`config.mk`:
```
export PLATFORM = sky130hd
export DESIGN_NAME = execute_stage
export DESIGN_NICKNAME = d
export VERILOG_FILES = /design/src/rtl/execute_stage.sv
export SDC_FILE = /design/constraint.sdc
export NUM_CORES = 1
export LEC_CHECK = 0
export CORE_ASPECT_RATIO = 1.2
export CORE_UTILIZATION = 58
export DETAILED_ROUTE_END_ITERATION = 10
export GPL_ROUTABILITY_DRIVEN = 0
export GPL_TIMING_DRIVEN = 0
export PLACE_DENSITY_LB_ADDON = 0.3
export SLEW_MARGIN = 20
export SYNTH_ARGS = -nofsm -noshare
export SYNTH_HDL_FRONTEND = slang
export SYNTH_SLANG_ARGS = --single-unit
export TNS_END_PERCENT = 50
```
`constraint.sdc`:
```
create_clock -name clk -period 6.7 [get_ports clk]
set_clock_uncertainty 0.2 [all_clocks]
set_input_delay 1.005 -clock clk [delete_from_list [all_inputs] [get_ports clk]]
set_output_delay 1.005 -clock clk [all_outputs]
set_load 0.01 [all_outputs]
```
`src/rtl/execute_stage.sv`:
```
// rtl/execute_stage.sv - ALU execute stage with a multi-cycle shift-add multiplier
module execute_stage #(
   parameter int WIDTH = 16
) (
   input  logic             clk,
   input  logic             reset,
   input  logic             valid_id,
   input  logic [2:0]       op_id,
   input  logic [WIDTH-1:0] a_id,
   input  logic [WIDTH-1:0] b_id,
   input  logic [WIDTH-1:0] DM_data_id,
   input  logic             mem_rw_id,
   input  logic             mem_en_id,
   input  logic             mem_mux_sel_id,
   output logic [WIDTH-1:0] ans_ex,
   output logic [WIDTH-1:0] DM_data_ex,
   output logic             mem_rw_ex,
   output logic             mem_en_ex,
   output logic             mem_mux_sel_ex,
   output logic             valid_ex,
   output logic             zero_ex,
   output logic             stall
);

   localparam logic [2:0] OP_ADD = 3'b000;
   localparam logic [2:0] OP_SUB = 3'b001;
   localparam logic [2:0] OP_AND = 3'b010;
   localparam logic [2:0] OP_OR  = 3'b011;
   localparam logic [2:0] OP_XOR = 3'b100;
   localparam logic [2:0] OP_SLL = 3'b101;
   localparam logic [2:0] OP_SRL = 3'b110;
   localparam logic [2:0] OP_MUL = 3'b111;

   typedef enum logic {IDLE, MUL_BUSY} state_t;

   state_t           state;
   logic [3:0]       cnt;
   logic [WIDTH-1:0] mul_a;
   logic [WIDTH-1:0] mul_b;
   logic [WIDTH-1:0] mul_acc;
   logic [WIDTH-1:0] mul_dm;
   logic             mul_rw;
   logic             mul_en;
   logic             mul_sel;
   logic [WIDTH-1:0] alu_res;
   logic [WIDTH-1:0] acc_next;

   // Single-cycle ALU result; MUL is handled by the iterative datapath instead
   always_comb begin
      alu_res = '0;
      case (op_id)
         OP_ADD:  alu_res = a_id + b_id;
         OP_SUB:  alu_res = a_id - b_id;
         OP_AND:  alu_res = a_id & b_id;
         OP_OR:   alu_res = a_id | b_id;
         OP_XOR:  alu_res = a_id ^ b_id;
         OP_SLL:  alu_res = a_id << b_id[3:0];
         OP_SRL:  alu_res = a_id >> b_id[3:0];
         OP_MUL:  alu_res = '0;
         default: alu_res = '0;
      endcase
   end

   // One shift-add step: accumulate the shifted multiplicand when the multiplier LSB is set
   always_comb begin
      acc_next = mul_acc + (mul_b[0] ? mul_a : '0);
   end

   // Hold upstream during the MUL accept cycle and every busy cycle except the last
   always_comb begin
      stall = 1'b0;
      if (reset) begin
         if (state == IDLE)
            stall = valid_id && (op_id == OP_MUL);
         else
            stall = (cnt != 4'd15);
      end
   end

   // Stage registers and the IDLE/MUL_BUSY controller
   always_ff @(posedge clk or negedge reset) begin
      if (!reset) begin
         state          <= IDLE;
         cnt            <= '0;
         mul_a          <= '0;
         mul_b          <= '0;
         mul_acc        <= '0;
         mul_dm         <= '0;
         mul_rw         <= 1'b0;
         mul_en         <= 1'b0;
         mul_sel        <= 1'b0;
         ans_ex         <= '0;
         DM_data_ex     <= '0;
         mem_rw_ex      <= 1'b0;
         mem_en_ex      <= 1'b0;
         mem_mux_sel_ex <= 1'b0;
         valid_ex       <= 1'b0;
         zero_ex        <= 1'b0;
      end else begin
         case (state)
            IDLE: begin
               cnt <= '0;
               if (valid_id && (op_id == OP_MUL)) begin
                  mul_a     <= a_id;
                  mul_b     <= b_id;
                  mul_acc   <= '0;
                  mul_dm    <= DM_data_id;
                  mul_rw    <= mem_rw_id;
                  mul_en    <= mem_en_id;
                  mul_sel   <= mem_mux_sel_id;
                  state     <= MUL_BUSY;
                  valid_ex  <= 1'b0;
                  mem_en_ex <= 1'b0;
                  mem_rw_ex <= 1'b0;
               end else if (valid_id) begin
                  ans_ex         <= alu_res;
                  zero_ex        <= (alu_res == '0);
                  DM_data_ex     <= DM_data_id;
                  mem_rw_ex      <= mem_rw_id;
                  mem_en_ex      <= mem_en_id;
                  mem_mux_sel_ex <= mem_mux_sel_id;
                  valid_ex       <= 1'b1;
               end else begin
                  valid_ex  <= 1'b0;
                  mem_en_ex <= 1'b0;
                  mem_rw_ex <= 1'b0;
               end
            end
            MUL_BUSY: begin
               mul_acc <= acc_next;
               mul_a   <= mul_a << 1;
               mul_b   <= mul_b >> 1;
               cnt     <= cnt + 4'd1;
               if (cnt == 4'd15) begin
                  ans_ex         <= acc_next;
                  zero_ex        <= (acc_next == '0);
                  DM_data_ex     <= mul_dm;
                  mem_rw_ex      <= mul_rw;
                  mem_en_ex      <= mul_en;
                  mem_mux_sel_ex <= mul_sel;
                  valid_ex       <= 1'b1;
                  state          <= IDLE;
                  cnt            <= '0;
               end else begin
                  valid_ex  <= 1'b0;
                  mem_en_ex <= 1'b0;
                  mem_rw_ex <= 1'b0;
               end
            end
            default: begin
               state <= IDLE;
               cnt   <= '0;
            end
         endcase
      end
   end

endmodule

```
== Word-level counts from Yosys, hierarchy flattened ==
Index checks and enable logic that the tools add are counted.

* Register bits: 109
* Latch bits: 0
* Memory bits (writable): 0
* Bits in read-only memories: 0
* Input bits: 57
* Output and inout port bits: 38
* Logic and storage cells: 88
* Memories: 0

* $add $sub $neg: 4
* $mul: 0
* Divide/modulo/power cells: 0
* $lt $le $gt $ge: 0
* Eq/ne operators: 13
* Shift-type cells: 2
* Muxes and demuxes: 43
* Bitwise operators: 4
* Reduce and logical (&&, ||, !) cells: 6

{| class="wikitable"
|+ Operators by type and width
! cell !! number
|-
| 16-bit 2-to-1 mux || 10
|-
| 16-bit case mux with 2 select lines || 5
|-
| 16-bit case mux with 8 select lines || 1
|-
| 16-bit adder || 2
|-
| 16-bit logical NOT || 2
|-
| 1-bit 2-to-1 mux || 19
|-
| 16-bit bitwise AND || 1
|-
| 16-bit bitwise OR || 1
|-
| 16-bit by 4-bit << shifter with 16-bit output || 1
|-
| 16-bit by 4-bit >> shifter with 16-bit output || 1
|-
| 16-bit subtractor || 1
|-
| 16-bit bitwise XOR || 1
|-
| 3-bit == test (second input constant) || 4
|-
| 1-bit case mux with 2 select lines || 6
|-
| 4-bit case mux with 2 select lines || 1
|-
| 3-bit by 2-bit == test with 1-bit output (second input constant) || 2
|-
| 4-bit by 1-bit adder with 4-bit output (second input constant) || 1
|-
| 4-bit == test (second input constant) || 1
|-
| 4-bit 2-to-1 mux || 1
|-
| 2-bit by 1-bit != test with 1-bit output (second input constant) || 2
|-
| 2-bit != test (second input constant) || 2
|-
| 4-bit != test (second input constant) || 1
|-
| 3-bit by 1-bit == test with 1-bit output (second input constant) || 1
|-
| 3-bit logical NOT || 1
|-
| other kinds (4) || 4
|}

== Depth between registers and ports, before layout ==
Gate-level depths: netlist of the first run.

* Depth after elaboration: 6
* Gate-level depth with buffers: 19
* Gate-level depth less buffers: 16

== Worst setup path before layout of the first run ==
OpenSTA, ideal clock, no wires.

* Path type: input to register
* Start: in op_id[1]
* End: reg zero_ex
* Setup time: 130 ps
* Arrival: 4190 ps
* Required time: 6370 ps
* Setup slack: 2180 ps
* Stages: 17
* Buffers on the path: 3
* Cells stage by stage: buf_2 > buf_1 > nor2_1 > clkbuf_1 > nand2_1 > nor2_1 > a21oi_1 > fa_1 > a211oi_1 > nor2_1 > or4b_2 > a21oi_1 > nor4_1 > nand4b_1 > nor4_2 > a31oi_1 > o31ai_1

* Word-level cells in the longest chain between the ends: 6
* Elaborated cells on any way between the ends: 16
* Classes of those cells: 8 x eq/ne; 4 x mux; 4 x reduce/logical

{| class="wikitable"
|+ Ends and longest elaborated chain
! element !! RTL line !! RTL
|-
| start, declared || 8 || <nowiki>input logic [2:0] op_id,</nowiki>
|-
| 3-bit == test, or another cell as far along || 51, 103 ||
|-
| 16-bit case mux with 8 select lines || 51 || <nowiki>case (op_id)</nowiki>
|-
| 16-bit logical NOT || 117 || <nowiki>zero_ex <= (alu_res == '0);</nowiki>
|-
| 1-bit 2-to-1 mux || 115 || <nowiki>end else if (valid_id) begin</nowiki>
|-
| 1-bit 2-to-1 mux || 103 || <nowiki>if (valid_id && (op_id == OP_MUL)) begin</nowiki>
|-
| 1-bit case mux with 2 select lines || 100 || <nowiki>case (state)</nowiki>
|-
| end signal, assigned || 117 ||
|-
| end signal, assigned || 136 || <nowiki>zero_ex <= (acc_next == '0);</nowiki>
|-
| end, declared || 21 || <nowiki>output logic zero_ex,</nowiki>
|}

Parallel ways exist; a longest one is shown, timed or not. The select of a mux whose other input is x is not followed.
A chain may end at the register's enable or synchronous reset.

== Worst setup path in the final report of the first run ==
Same ends and word-level chain as after synthesis.

==> impl_metrics.tcl, run 1 <==
set metrics [dict create \
    dr_wl_met3_um 3030 \
    grt_usage 0.378 \
    clock_sinks 109 \
    diodes 0 \
    rsz0062_at_grt "no" \
    internal-power_mw 1.69 \
    tightest_slew_ps 876 \
    cts_buffers 9 \
    antenna_left 0 \
    path_class "input port to flop" \
    muxShareOfSynthArea 0.121 \
    cts-resized-gates 0 \
    synth_top_family_by_area "compound AO/OA/AOI/OAI gates" \
    cts_htree_levels 3 \
    wl_met2_um 13600 \
    hold_buffers 0 \
    cts_buffer_depth 2 \
    seqPwrFrac 0.355 \
    wl_per_cell_um 21.4 \
    cts-root-buf "clkbuf_16" \
    relSlewSlack 0.408 \
    synth-seq-cells 109 \
    hp-start "ans_ex[5]$_DFFE_PN0P_" \
    synth-adder-area-share 0.0954 \
    grt_pass1_wl_um 46100 \
    cp.required_ps 6770 \
    ys_async_sr_fraction 1.00 \
    die_height_um 138 \
    pwr-share-comb 0.451 \
    synth-compound-area-share 0.213 \
    reg2reg_slack_ps 2820 \
    place.port_buffers 94 \
    synth_top_cell_by_area "dfrtp_1" \
    postCtsSetupRepairBufs 0 \
    mostFrequentLayoutCell "nand2_1" \
    max_freq_ghz 0.162 \
    fin_area_mm2 0.0105 \
    hold_viol 0 \
    dp.cells 1346 \
    yosysUniqueCellTypes 75 \
    setup_tns_ps 0 \
    synth_seq_area_share 0.305 \
    r2r_cells 12 \
    clkLatencyLatePin_ps 360 \
    power_density_mw_per_mm2 270 \
    rows 49 \
    antenna_found_initial 0 \
    synth_area_leaders "dfrtp_1 30%, ha_1 9.1%, o21ai_0 5.6%" \
    worst_setup_path_start_kind "input port" \
    min_period_ps 6180 \
    finalMaxSlewViolations 0 \
    arrival_ps 6250 \
    grt_overflow 0 \
    drc 0 \
    final_net_count 1277 \
    area_growth_pct 17.2 \
    most-common-layout-cells "133 x nand2_1, 109 x dfrtp_1, 101 x o21ai_0" \
    vias_per_cell 6.59 \
    synth-simple-area-share 0.180 \
    hold_path_depth 2 \
    drv_cap 0 \
    syn_area_per_cell_um2 8.55 \
    switching_share 0.403 \
    yosysTopAreaCellShare 0.305 \
    grt_max_degree 63 \
    route.vias.total 8977 \
    top_layer "met4" \
    r2r-start "mul_b[0]$_DFFE_PN0P_" \
    place_area_mm2 0.0102 \
    end_kind "flop" \
    yosysWarningCount 0 \
    cp_max_fo 10 \
    p_leak_nw 4.58 \
    syn_inst 1047 \
    wl_um 29100 \
    hold_class "flop to flop" \
    setup_viol 0 \
    reg2reg_to "ans_ex[14]$_DFFE_PN0P_" \
    m1WireLength_um 10400 \
    post-route-period-util 0.923 \
    p_sw_mw 1.14 \
    dieWidth_um 115 \
    synth-xor-area-share 0.0352 \
    min_to "ans_ex[5]$_DFFE_PN0P_" \
    status "complete, no violations" \
    final_cells 1362 \
    start_util 0.596 \
    pwr-share-clk 0.193 \
    cts_tree "yes" \
    synth_fp_nets 1171 \
    vdd_ir_drop_max_mv 0.185 \
    drive_gt1_frac 0.0786 \
    ioPinCount 95 \
    grt_pass1_vias 8842 \
    synth_flop_cell "dfrtp_1" \
    first_pass_iters 10 \
    drtIter0Drc 972 \
    dpl.hpwl_um 22200 \
    synth_edf_count 0 \
    core_area_mm2 0.0150 \
    synth_area_mm2 0.00895 \
    path_clk_slew_ps 80 \
    dieArea_mm2 0.0159 \
]
==> metrics by stage <==
stage | total power [mW] | utilization | setup WS [ps] | hold slack [ps]
6_report | 2.83 | 0.698 | 517 | 277
3_3_place_gp | 2.20 | 0.675 | -570 | 253
5_1_grt | 2.99 | 0.698 | 305 | 313
2_1_floorplan | 1.73 | - | 2180 | 253
4_1_cts | 2.80 | 0.698 | 905 | 278
3_5_place_dp | 2.25 | 0.677 | 534 | 259
==> worst max path at each step <==
stage,depth (start not counted),slack (ps),startpoint,to
3_3_place_gp,3,-570,reset,stall
5_1_grt,18,310,op_id[1],zero_ex$_DFFE_PN0P_
2_1_floorplan,17,2180,op_id[1],zero_ex$_DFFE_PN0P_
6_report,18,520,op_id[1],zero_ex$_DFFE_PN0P_
3_5_place_dp,18,530,op_id[1],zero_ex$_DFFE_PN0P_
4_1_cts,18,900,op_id[1],zero_ex$_DFFE_PN0P_
==> power groups by stage <==
stage / clock, mW / sequential, mW / combinational, mW
CTS: 0.550 / 1.00 / 1.25
global placement: 0 / 1.00 / 1.20
global route: 0.577 / 1.03 / 1.38
floorplan: 0 / 1.02 / 0.712
finish: 0.547 / 1.00 / 1.28
detailed placement: 0 / 1.01 / 1.24
==> metal layers <==
metal | vias to the layer above | track usage
met4 | 0 | 0.245
li1 | 4002 | -
met5 | - | 0
met2 | 617 | 0.601
met3 | 199 | 0.0846
met1 | 4159 | 0.456
==> sequential cells by signal, summed over array words and instances (netlist names), 4 cells and up <==
name	count
ans_ex	16
mul_b	16
mul_a	16
cnt	4
mul_acc	16
DM_data_ex	16
mul_dm	16
==> cells in the mapped netlist, types with 5 or more instances <==
library cell,count
and2_1,20
a31oi_1,8
xnor2_1,26
mux4_2,17
dfrtp_1,109
clkbuf_1,47
nand2b_1,20
o21ai_0,101
a21oi_1,81
inv_1,43
o22ai_1,9
or3_1,7
a211o_1,10
o21a_1,7
a22o_1,7
mux2_2,31
o211ai_1,10
nand4b_1,5
nand4_1,8
nand2_1,133
a211oi_1,11
ha_1,65
mux2i_1,35
xor2_1,10
nor4_1,8
a21o_1,7
nor2_1,87
buf_1,6
nor2b_1,8
buf_2,8
nor3_1,8
o31ai_1,7
a222oi_1,6
nand3_1,9
a221oi_1,6
==> critical path, cell delays in order <==
cell             delay (ps)
clkdlybuf4s50_1         510
buf_2                   250
buf_1                   570
nor2_1                  210
clkbuf_1                320
nand2_1                 420
o21ai_0                 200
xnor2_1                 160
ha_1                    400
o21ai_0                 140
o21ai_0                 430
a32o_1                  340
nor4_1                   90
a211oi_2                390
nand4b_1                190
nor4_2                  360
a31oi_1                 130
o31ai_1                  90
==> cell families after synthesis <==
kind of cell / count (synthesis)
AO/OA/AOI/OAI: 305
AND/OR/NAND/NOR: 338
flip-flops: 109
buffers and inverters: 109
adder cells (fa/ha/maj): 67
XOR/XNOR: 36
multiplexers: 83
==> layout make-up <==
type | instances | area, um^2
inverters | 44 | 165
flip-flops and latches | 109 | 2730
clock inverters | 7 | 83.8
fillers | 1194 | 4530
repair buffers | 95 | 970
clock buffers | 9 | 225
multi-input cells | 829 | 5780
well taps | 204 | 255
plain buffers | 65 | 280
(Power assumes the default switching activity.)
==> inputs of run 2 (changes only) <==
- CTS_BUF_LIST: default -> sky130_fd_sc_hd__clkbuf_8
- GPL_ROUTABILITY_DRIVEN: 0 -> default
- clock period: 6.7 -> 6.8 ns (I/O delays scaled with it)
==> impl_metrics.tcl, run 2 (synthesis gave the netlist of run 1 again) <==
set metrics [dict create \
    relSlewSlack 0.186 \
    grt_pass1_wl_um 48900 \
    grt_usage 0.409 \
    max_freq_ghz 0.163 \
    status "complete, no violations" \
    gp_congestion 1.10 \
    drtIter0Drc 948 \
    drive_gt1_frac 0.0777 \
    die_height_um 138 \
    rsz0062_at_grt "no" \
    worst_setup_path_start_kind "input port" \
    grt_pass1_vias 8762 \
    route.vias.total 8968 \
    postCtsSetupRepairBufs 0 \
    grt_max_degree 69 \
    place.port_buffers 94 \
    hp-start "ans_ex[14]$_DFFE_PN0P_" \
    mostFrequentLayoutCell "nand2_1" \
    final_net_count 1277 \
    p_leak_nw 4.54 \
    cts_tree "yes" \
    core_area_mm2 0.0150 \
    setup_viol 0 \
    hold_class "flop to flop" \
    min_period_ps 6150 \
    tightest_slew_ps 1200 \
    arrival_ps 6230 \
    most-common-layout-cells "133 x nand2_1, 109 x dfrtp_1, 101 x o21ai_0" \
    cp_slowest_cell "or4b_2" \
    vias_per_cell 6.58 \
    post-route-period-util 0.904 \
    hold_viol 0 \
    r2r-start "mul_b[0]$_DFFE_PN0P_" \
    hold_buffers 0 \
    cts-root-buf "clkbuf_8" \
    cts-resized-gates 0 \
    setup_tns_ps 0 \
    cp.required_ps 6880 \
    vdd_ir_drop_max_mv 0.132 \
    grt_overflow 0 \
    cp_cell_sequence "clkdlybuf4s50_1, buf_2, buf_1, nor2_1, clkbuf_1, nand2_1, nor2_1, a21oi_1, fa_1, a211oi_1, nor2_1, or4b_2, a21oi_1, nor4_1, nand4b_1, nor4_2, a31oi_1, o31ai_1" \
    crit_top_cell "nor2_1" \
    place_area_mm2 0.0102 \
    dieArea_mm2 0.0159 \
    path_clk_slew_ps 120 \
    wl_per_cell_um 23.2 \
    end_kind "flop" \
    final_core_util 0.692 \
    ioPinCount 95 \
    startpoint "op_id[1]" \
    wl_um 31500 \
    rows 49 \
    diodes 0 \
    cts_buffers 9 \
    clock_sinks 109 \
    antenna_found_initial 0 \
    cts_htree_levels 3 \
    path_class "input port to flop" \
    clkLatencyLatePin_ps 400 \
    drv_cap 0 \
    cp_slowest_stage_delay_ps 630 \
    holdWs_ps 297 \
    dpl.hpwl_um 24600 \
    drc 0 \
    first_pass_iters 8 \
    finalMaxSlewViolations 0 \
    cts_buffer_depth 2 \
    start_util 0.596 \
    area_growth_pct 16.1 \
    antenna_left 0 \
    dieWidth_um 115 \
    cp_max_fo 10 \
    power_density_mw_per_mm2 258 \
    fin_area_mm2 0.0104 \
]
-- run 2: critical path: cells and delay by family --
kind	cells	cell delay, ps
buffers and inverters	4	1510
AOI/OAI and AO/OA	5	1120
adders and majority gates	1	460
and+or+nand+nor	8	2120
-- run 2: worst paths after layout --
path	endpoint	slack, ps	depth (start not counted)
hold reg to reg	ans_ex[14]$_DFFE_PN0P_	300	2
setup / recovery	zero_ex$_DFFE_PN0P_	650	18
max in group asynchronous	ans_ex[1]$_DFFE_PN0P_	5410	2
hold / removal	ans_ex[14]$_DFFE_PN0P_	300	2
min in group asynchronous	cnt[2]$_DFF_PN0_	310	1
setup reg to reg	zero_ex$_DFFE_PN0P_	3100	11
-- run 2: report_power, final --
| part | leakage, nW | switching [mW] | internal, mW |
|---|---|---|---|
| Sequential | 1.43 | 0.134 | 0.854 |
| Clock | 0.106 | 0.269 | 0.152 |
| Combinational | 3.01 | 0.721 | 0.546 |
-- run 2: final cells by class --
class | count | area, um^2
Timing Repair Buffer | 95 | 970
Clock buffer | 9 | 124
Clock inverter | 7 | 91.3
Inverter | 44 | 165
Fill cell | 1233 | 4630
Tap cell | 204 | 255
Sequential cell | 109 | 2730
Multi-Input combinational cell | 829 | 5770
Buffer | 65 | 280
-- run 2: routing by layer --
metal | wire length [um] | part of all wire | vias to the layer above | track usage
met5 | 0 | 0 | - | 0
met4 | 2000 | 0.063 | 0 | 0.247
met3 | 2650 | 0.084 | 137 | 0.0719
met2 | 14900 | 0.47 | 497 | 0.657
met1 | 12000 | 0.38 | 4332 | 0.509
li1 | - | - | 4002 | -
-- run 2: stage by stage --
stage / setup WS (ps) / power [mW] / std cells
after detailed placement: 470 / 2.24 / 1346
after global placement: -440 / 2.19 / 1345
final: 653 / 2.68 / 1362
after floorplan: 2270 / 1.71 / 1047
after CTS: 887 / 2.66 / 1362
after global routing: 543 / 2.83 / 1362
==> inputs of run 3 (changes only) <==
- CORE_UTILIZATION: 58 -> 54
- clock period: 6.8 -> 4.96 ns (I/O delays scaled with it)
==> impl_metrics.tcl, run 3 (synthesis gave the netlist of run 1 again) <==
set metrics [dict create \
    antenna_found_initial 0 \
    cp_slowest_stage_delay_ps 500 \
    ioPinCount 95 \
    fillers 1425 \
    wl_per_cell_um 23.7 \
    path_class "input port to flop" \
    fin_area_mm2 0.0105 \
    cts_buffers 9 \
    gp_congestion 1.07 \
    vias_per_cell 6.49 \
    antenna_left 0 \
    p_leak_nw 4.61 \
    min_period_ps 4900 \
    final_core_util 0.650 \
    reg2reg_slack_ps 1210 \
    cts_tree "yes" \
    first_pass_iters 5 \
    multi_input_area_mm2 0.00587 \
    rows 51 \
    place_area_mm2 0.0102 \
    crit_buf_inv 4 \
    dpl.hpwl_um 25300 \
    tightest_slew_ps 873 \
    route.vias.total 8902 \
    final_net_count 1278 \
    dieWidth_um 120 \
    hold_class "input port to async pin" \
    drc 0 \
    grt_usage 0.386 \
    power_density_mw_per_mm2 349 \
    drive_gt1_frac 0.106 \
    clock_sinks 109 \
    finalMaxSlewViolations 0 \
    cts_buffer_depth 2 \
    grt_overflow 0 \
    die_height_um 143 \
    max_freq_ghz 0.204 \
    cp.required_ps 5040 \
    start_util 0.552 \
    mostFrequentLayoutCell "nand2_1" \
    relSlewSlack 0.410 \
    area_growth_pct 17.8 \
    cp_top_family "compound AO/OA/AOI/OAI gates" \
    hold_viol 0 \
    dieArea_mm2 0.0171 \
    post-route-period-util 0.987 \
    worst_setup_path_start_kind "input port" \
    place.port_buffers 94 \
    cp_cell_sequence "clkdlybuf4s50_1, buf_6, buf_6, clkinvlp_4, ha_1, nand2_1, or3_1, o21ai_1, xnor2_1, ha_2, nand2b_1, o21ai_0, a222oi_1, o31ai_1, or3_1, a21oi_2, a21oi_1, a22o_1" \
    setup_viol 0 \
    grt_pass1_vias 8620 \
    cp_slowest_cell "clkdlybuf4s50_1" \
    status "complete, no violations" \
    grt_pass1_wl_um 49300 \
    path_clk_slew_ps 120 \
    diodes 0 \
    regArea_mm2 0.00273 \
    wl_um 32500 \
    drtIter0Drc 868 \
    drv_cap 0 \
    vdd_ir_drop_max_mv 0.187 \
    cp_max_fo 10 \
    core_area_mm2 0.0162 \
    grt_max_degree 61 \
    cts-root-buf "clkbuf_8" \
    end_kind "flop" \
    clkLatencyLatePin_ps 390 \
    most-common-layout-cells "132 x nand2_1, 109 x dfrtp_1, 100 x o21ai_0" \
    cts_htree_levels 3 \
    arrival_ps 4980 \
]
==> run 3: cell types whose count changed in the layout (fill, tap and decap cells not counted), moves of 3 or more <==
cell      previous run  this run
clkbuf_1            47        38
buf_4                1         9
buf_1                6         3
clkbuf_2             0         3
clkbuf_4             0         3
nor2_1              87        84
==> run 3: area by class of cell <==
type / instances / area share
Timing Repair Buffer: 103 / 0.0980
Tap cell: 212 / 0.0252
Clock buffer: 9 / 0.0118
Sequential cell: 109 / 0.259
Inverter: 44 / 0.0165
Buffer: 58 / 0.0254
Clock inverter: 7 / 0.00736
Multi-Input combinational cell: 829 / 0.557
==> run 3: what timing repair did <==
action,CTS,global route
hold buffers,0,0
buffers inserted,4,4
pin swaps,5,7
endpoints found under the hold margin,0,0
setup endpoints to repair,10,5
resized for setup,18,21
==> run 3: worst paths after layout <==
| path | end | cells after the start | from |
|---|---|---|---|
| min in group clk | ans_ex[5]$_DFFE_PN0P_ | 2 | ans_ex[5]$_DFFE_PN0P_ |
| worst max-delay path | ans_ex[13]$_DFFE_PN0P_ | 18 | b_id[0] |
| max in group asynchronous | mul_b[15]$_DFFE_PN0P_ | 2 | reset |
| worst min-delay path | cnt[0]$_DFF_PN0_ | 1 | reset |
| worst min register to register | ans_ex[5]$_DFFE_PN0P_ | 2 | ans_ex[5]$_DFFE_PN0P_ |
| worst max register to register | zero_ex$_DFFE_PN0P_ | 11 | mul_b[0]$_DFFE_PN0P_ |
==> run 3: layer usage <==
| metal | part of all wire | up-vias | wire, um | track usage |
|---|---|---|---|---|
| met5 | 0 | - | 0 | 0 |
| met4 | 0.078 | 0 | 2520 | 0.277 |
| met3 | 0.074 | 151 | 2410 | 0.0539 |
| met2 | 0.46 | 448 | 15100 | 0.624 |
| met1 | 0.38 | 4295 | 12500 | 0.473 |
| li1 | - | 4008 | - | - |
==> run 3: per-stage QoR <==
stage	power (mW)	TNS [ps]	hold slack, ps	setup slack [ps]	instances
floorplan	2.34	0	248	701	1047
finish	3.68	0	97.4	64.9	1371
CTS	3.64	0	131	0.0928	1370
detailed placement	3.08	-8870	259	-1320	1354
global route	3.89	-1.90	143	-1.90	1371
global placement	3.03	-137520	253	-1770	1353
==> run 3: where the power goes <==
group | switching [mW] | internal (mW)
clock | 0.356 | 0.201
sequential | 0.186 | 1.17
combinational | 1.01 | 0.760
total | 1.55 | 2.13
